[src/rtl/dispatch_pkg.sv]
// dispatch_pkg: shared state, opcode, unit, trap-cause codes and watchdog limit for instr_dispatch
package dispatch_pkg;
    typedef enum logic [2:0] {ST_IDLE, ST_FETCH, ST_DECODE, ST_EXEC, ST_TRAP} state_t;
    localparam logic [3:0] OP_ALUI = 4'h8;
    localparam logic [3:0] OP_MLS  = 4'h9;
    localparam logic [3:0] OP_MOV  = 4'hA;
    localparam logic [3:0] OP_MOVI = 4'hB;
    localparam logic [3:0] OP_HALT = 4'hF;
    localparam int NUNITS = 5;
    typedef logic [2:0] unit_t;
    localparam unit_t U_ALU  = 3'd0;
    localparam unit_t U_ALUI = 3'd1;
    localparam unit_t U_MLS  = 3'd2;
    localparam unit_t U_MOV  = 3'd3;
    localparam unit_t U_MOVI = 3'd4;
    typedef enum logic [1:0] {TC_NONE = 2'b00, TC_ILLEGAL = 2'b01, TC_WDT = 2'b10, TC_STRAY = 2'b11} cause_t;
    localparam logic [7:0] WDT_LIMIT = 8'd255;
    function automatic logic [NUNITS-1:0] unit_onehot(input unit_t u);
        return {{(NUNITS-1){1'b0}}, 1'b1} << u;
    endfunction
endpackage

[src/rtl/dispatch_decode.sv]
// dispatch_decode: maps an instruction word to its execution unit plus HALT and illegal flags
//   ir_i      : instruction word (only the opcode nibble matters)
//   unit_o    : unit index for legal unit classes
//   halt_o    : opcode is HALT
//   illegal_o : opcode is neither a unit class nor HALT
module dispatch_decode
    import dispatch_pkg::*;
(
    input  logic [15:0] ir_i,
    output unit_t       unit_o,
    output logic        halt_o,
    output logic        illegal_o
);
    logic [3:0] op;
    logic       unused_bits;
    assign op          = ir_i[15:12];
    assign unused_bits = ^ir_i[11:0];
    assign unit_o      = !op[3] ? U_ALU : op == OP_ALUI ? U_ALUI : op == OP_MLS ? U_MLS :
                         op == OP_MOV ? U_MOV : U_MOVI;
    assign halt_o      = op == OP_HALT;
    // 1100..1110 are the only unassigned opcodes
    assign illegal_o   = op[3] && op[2] && !halt_o;
endmodule

[src/rtl/instr_dispatch.sv]
// instr_dispatch: fetch/decode/execute sequencer launching one of five execution units
//   clk, rst          : clock, asynchronous active-high reset
//   run               : permits fetching new instructions
//   ir                : instruction word, stable from fetch_done to next fetch_start
//   fetch_done        : fetch completion pulse
//   exec_done[4:0]    : unit completion pulses (ALU, ALUI, MLS, MOV, MOVI)
//   fetch_start       : one-cycle fetch launch
//   exec_start[4:0]   : one-hot one-cycle unit launch
//   busy, trap        : not idle / trapped
//   trap_cause[1:0]   : 00 none, 01 illegal, 10 watchdog, 11 stray done
//   instr_count[15:0] : retired instructions, wrapping
// Define DISPATCH_WDT_EN to add the FETCH/EXEC watchdog.
module instr_dispatch
    import dispatch_pkg::*;
(
    input  logic        clk,
    input  logic        rst,
    input  logic        run,
    input  logic [15:0] ir,
    input  logic        fetch_done,
    input  logic [4:0]  exec_done,
    output logic        fetch_start,
    output logic [4:0]  exec_start,
    output logic        busy,
    output logic        trap,
    output logic [1:0]  trap_cause,
    output logic [15:0] instr_count
);
    state_t      state_q, state_d;
    unit_t       unit_q, unit_d, dec_unit;
    cause_t      cause_q, cause_d;
    logic [4:0]  exec_start_q, exec_start_d;
    logic [15:0] count_q, count_d;
    logic        fetch_start_q, fetch_start_d, busy_q, trap_q;
    logic        dec_halt, dec_illegal, unit_done, stray, wdt_expired;

    dispatch_decode u_decode (.ir_i(ir), .unit_o(dec_unit), .halt_o(dec_halt), .illegal_o(dec_illegal));

    assign unit_done = |(exec_done & unit_onehot(unit_q));
    // outside EXEC every done is stray; inside it only the latched unit may report
    assign stray     = state_q == ST_EXEC ? |(exec_done & ~unit_onehot(unit_q)) : |exec_done;

`ifdef DISPATCH_WDT_EN
    logic [7:0] wdt_q, wdt_d;
    // fires on the waiting cycle that brings the count to WDT_LIMIT
    assign wdt_expired = wdt_q == WDT_LIMIT - 8'd1;
    assign wdt_d = state_d != state_q ? 8'd0 :
                   (state_q == ST_FETCH || state_q == ST_EXEC) ? wdt_q + 8'd1 : wdt_q;
    always_ff @(posedge clk or posedge rst) begin
        if (rst) wdt_q <= 8'd0;
        else     wdt_q <= wdt_d;
    end
`else
    assign wdt_expired = 1'b0;
`endif

    always_comb begin
        state_d       = state_q;
        unit_d        = unit_q;
        cause_d       = cause_q;
        count_d       = count_q;
        fetch_start_d = 1'b0;
        exec_start_d  = 5'b0;
        if (stray && state_q != ST_TRAP) begin
            state_d = ST_TRAP;
            cause_d = TC_STRAY;
        end else case (state_q)
            ST_IDLE: if (run) begin
                state_d       = ST_FETCH;
                fetch_start_d = 1'b1;
            end
            ST_FETCH: if (fetch_done) state_d = ST_DECODE;
                else if (wdt_expired) begin
                    state_d = ST_TRAP;
                    cause_d = TC_WDT;
                end
            ST_DECODE: if (dec_illegal) begin
                    state_d = ST_TRAP;
                    cause_d = TC_ILLEGAL;
                end else if (dec_halt) begin
                    state_d = ST_IDLE;
                    count_d = count_q + 16'd1;
                end else begin
                    state_d      = ST_EXEC;
                    unit_d       = dec_unit;
                    exec_start_d = unit_onehot(dec_unit);
                end
            ST_EXEC: if (unit_done) begin
                    state_d       = run ? ST_FETCH : ST_IDLE;
                    fetch_start_d = run;
                    count_d       = count_q + 16'd1;
                end else if (wdt_expired) begin
                    state_d = ST_TRAP;
                    cause_d = TC_WDT;
                end
            default: ;
        endcase
    end

    always_ff @(posedge clk or posedge rst) begin
        if (rst) begin
            state_q       <= ST_IDLE;
            unit_q        <= U_ALU;
            cause_q       <= TC_NONE;
            count_q       <= 16'd0;
            fetch_start_q <= 1'b0;
            exec_start_q  <= 5'b0;
            busy_q        <= 1'b0;
            trap_q        <= 1'b0;
        end else begin
            state_q       <= state_d;
            unit_q        <= unit_d;
            cause_q       <= cause_d;
            count_q       <= count_d;
            fetch_start_q <= fetch_start_d;
            exec_start_q  <= exec_start_d;
            busy_q        <= state_d != ST_IDLE;
            trap_q        <= state_d == ST_TRAP;
        end
    end

    assign fetch_start = fetch_start_q;
    assign exec_start  = exec_start_q;
    assign busy        = busy_q;
    assign trap        = trap_q;
    assign trap_cause  = cause_q;
    assign instr_count = count_q;
endmodule
[config.mk]
export PLATFORM = sky130hd
export DESIGN_NAME = instr_dispatch
export DESIGN_NICKNAME = d
export VERILOG_FILES = /design/src/rtl/dispatch_pkg.sv /design/src/rtl/dispatch_decode.sv /design/src/rtl/instr_dispatch.sv
export SDC_FILE = /design/constraint.sdc
export NUM_CORES = 1
export LEC_CHECK = 0
export CORE_ASPECT_RATIO = 0.7
export CORE_MARGIN = 1
export CORE_UTILIZATION = 40
export DETAILED_ROUTE_END_ITERATION = 6
export GPL_TIMING_DRIVEN = 1
export HOLD_SLACK_MARGIN = 0.06
export PLACE_DENSITY = 0.77
export SLEW_MARGIN = 10
export SYNTH_ARGS = -nofsm -noshare
export SYNTH_HDL_FRONTEND = slang
export SYNTH_HIERARCHICAL = 1
export SYNTH_SLANG_ARGS = --single-unit
[constraint.sdc]
create_clock -name clk -period 4.5 [get_ports clk]
set_input_delay 0.9 -clock clk [delete_from_list [all_inputs] [get_ports clk]]
set_output_delay 0.9 -clock clk [all_outputs]
set_load 0.01 [all_outputs]
==> key figures <==
Global route
  – GRT overflow: 0
  – GRT Util Overall: around 18%
  – Number of global-route vias before repair: 1360
  – Global-route wire length before repair: 6330 µm
  – Pin count of the biggest net entering global routing: 29
  – Initial antenna violation count: 0

Routing
  – WL/cell: 13.6 µm
  – DR vias/cell: ~5.2
  – Via Count: 1389
  – DRC Markers: 0
  – DRT iter0 DRCs: 84
  – First-pass DRT Iterations: 4
  – Post-route ant nets: 0
  – Wirelength, routed: 3610 µm

Setup path
  – Crit path kind: input pin to register
  – Critical R2R Capture: unit_q[0]$_DFFE_PP0P_
  – Worst reg2reg startpoint: state_q[2]$_DFF_PP0_
  – Reg-to-reg slack, setup: 1850 ps
  – Critical path required time: 4670 ps
  – Startpoint Class: input pin
  – Crit Path Max Fanout: 27
  – WP data arrival: 3350 ps
  – Worst Reg-to-Reg Cells: 5
  – CP endpoint kind: register

Die
  – Initial core utilization: 41.6%
  – # IOs: 51
  – Die Y: 58.3 µm
  – Core ar.: roughly 4400 µm²
  – Die area: between 4000 and 5000 µm²
  – Row Count: 20
  – DIE WIDTH: 82.5 µm

Timing
  – Hold Slack: 479 ps
  – RSZ-0062 raised after global routing: false
  – Final Hold Viols: 0
  – Fmax: 0.315 GHz
  – Max-slew headroom: 30.5%
  – Fin crit share: 70.6%
  – Clk_skew: between 6 and 7 ps
  – Final setup vio count: 0
  – Final Max Slew Viols: 0
  – Setup TNS: 0 ps
  – Min Clock Period, post-route: 3180 ps
  – Actual slew at the worst max-slew pin: ~1000 ps

Synthesis
  – Mapped Cells: 171
  – Post-Syn Nets: 197
  – Syn Area/Cell: 10.6 µm²
  – EDFF count, synth: 0
  – Async set-reset flop share out of synthesis: 100%
  – Warnings, synthesis: 6
  – Post-synth top flop: dfrtp_1
  – Post-synthesis sequential area ratio: 44.2%
  – Synth Cell Area: about 1800 µm²
  – Distinct cells, synth: 47
  – Synth Register Bits: 32

Hold path
  – Hold EP: instr_count[15]$_DFFE_PP0P_
  – Hold path cells: 1
  – Hold Startpoint: instr_count[15]$_DFFE_PP0P_
  – Hold WC Path Type: register to register

Power and ir drop
  – Peak supply drop: 138 µV
  – Power per cell area: 256 nW/µm²
  – P_leak: 0.00103 µW

Final layout
  – Most frequent cells in the layout: clkdlybuf4s50_1 (38), dfrtp_1 (32), xor2_1 (14)
  – Ratio of cells with drive above 1 in the final layout: 15.2%
  – Area grow syn2layout: 28.8%
  – Area of the multi-input gates: 948 µm²
  – FILL cells: approximately 410
  – ANT cells: 0
  – Register area: 801 µm²
  – Commonest non-fill, non-tap cell in the layout: clkdlybuf4s50_1
  – Nets: about 240

CTS
  – TritonCTS clock tree: done
  – Cts bufs inserted: 5
  – Skew-Pair Late Insertion Delay: 290 ps
  – Hold buffer count at cts: 0
  – Post-CTS resize count: 0
  – Reg clk slew, reported paths: roughly 60 ps
  – H-tree Lvls: 2
  – Clock root cell: clkbuf_8
  – Clock sink count: 32
  – Maximum clock path buffer count: 2
  – Post-CTS setup buffers: 0

Run status
  – Status: finished, final reports clean

Run
  – MaxCap Viol Count: 0

Placed design
  – Port Buffers: 38
  – Final HPWL DP: 2540 µm
  – RePlAce Congestion: 0.834
==> metal layers <==
layer | wire length (µm) | vias up | share of wire (%) | GRT usage, %
met2 | 1430 | 29 | 40 | 25.0
met4 | 55 | 0 | 1.5 | 6.77
met3 | 212 | 6 | 5.9 | 7.13
met5 | 0 | - | 0 | 0
li1 | - | 698 | - | -
met1 | 1900 | 656 | 53 | 25.9
==> registers in the layout (all words and copies together), names as in the netlist <==
register	count
busy	1
fetch_start	1
trap	1
unit_q	3
instr_count	16
trap_cause	2
exec_start	5
state_q	3
==> stage by stage <==
step | power, µW | worst slack (ps) | cells | util (%) | instance area, µm²
after floorplan | 313 | 1900 | 171 | - | 1810
after global placement | 334 | 1040 | 258 | 51.2 | 2230
after detailed placement | 334 | 1040 | 258 | 51.2 | 2230
after CTS | 607 | 1330 | 266 | 53.6 | 2340
after global routing | 629 | 1200 | 266 | 53.6 | 2340
final | 599 | 1320 | 266 | 53.6 | 2340
==> kinds of logic (layout without fill, tap and decap cells) <==
group,after synthesis,in the layout,share of synthesized area (%)
AO/OA/AOI/OAI,27,27,11.8
XOR/XNOR,16,16,7.73
AND/OR/NAND/NOR,76,76,28.2
multiplexers,6,6,3.86
buffers and inverters,13,53,3.52
adder cells (fa/ha/maj),1,1,0.690
flip-flops,32,32,44.2
==> where the power goes <==
part	total (µW)	leakage (µW)	internal [µW]	switching, µW
Clock	270	0.0000552	164	106
Combinational	38.8	0.000552	19.1	19.7
Sequential	290	0.000426	289	0.955
==> synth_stat cells (all sizes together) (2+ instances only) <==
cell type	count	area, µm²
clkbuf	4	15.0
dfrtp	32	801
nor2b	3	18.8
xnor2	2	17.5
o21ai	4	20.0
nor3	4	20.0
nor4	8	100
nor3b	2	15.0
nand2	13	48.8
inv	6	22.5
buf	3	26.3
xor2	14	123
nand2b	3	18.8
and4bb	2	25.0
mux2	5	60.1
nand3	8	40.0
and3	4	25.0
nor4b	7	61.3
nand3b	2	18.8
a21oi	10	61.3
o211a	2	20.0
o21a	2	15.0
nor2	11	41.3
==> layout make-up <==
cell class | count | share of cell area (%)
well taps | 55 | 2.95
flip-flops and latches | 32 | 34.3
multi-input cells | 126 | 40.6
repair buffers | 39 | 16.6
clock buffers | 6 | 3.11
inverters | 6 | 0.964
clock inverters | 2 | 1.50
==> worst max path at each step <==
stage                                  to  slack, ps    startpoint  depth (start not counted)
2_1_floorplan  instr_count[1]$_DFFE_PP0P_       1900  exec_done[0]                          5
3_3_place_gp        unit_q[1]$_DFFE_PP0P_       1040  exec_done[0]                          6
3_5_place_dp        unit_q[0]$_DFFE_PP0P_       1040  exec_done[0]                          6
4_1_cts             unit_q[0]$_DFFE_PP0P_       1330  exec_done[0]                          6
5_1_grt             unit_q[0]$_DFFE_PP0P_       1200  exec_done[0]                          6
6_report            unit_q[0]$_DFFE_PP0P_       1320  exec_done[0]                          6
==> worst max-delay path, cell delays in order <==
cell and delay (ps):
clkdlybuf4s50_1 490, or4_4 580, a21oi_4 180, o221ai_4 340
nor2_1 460, mux2_2 390
No activity file was read; power rests on OpenSTA's default activity.
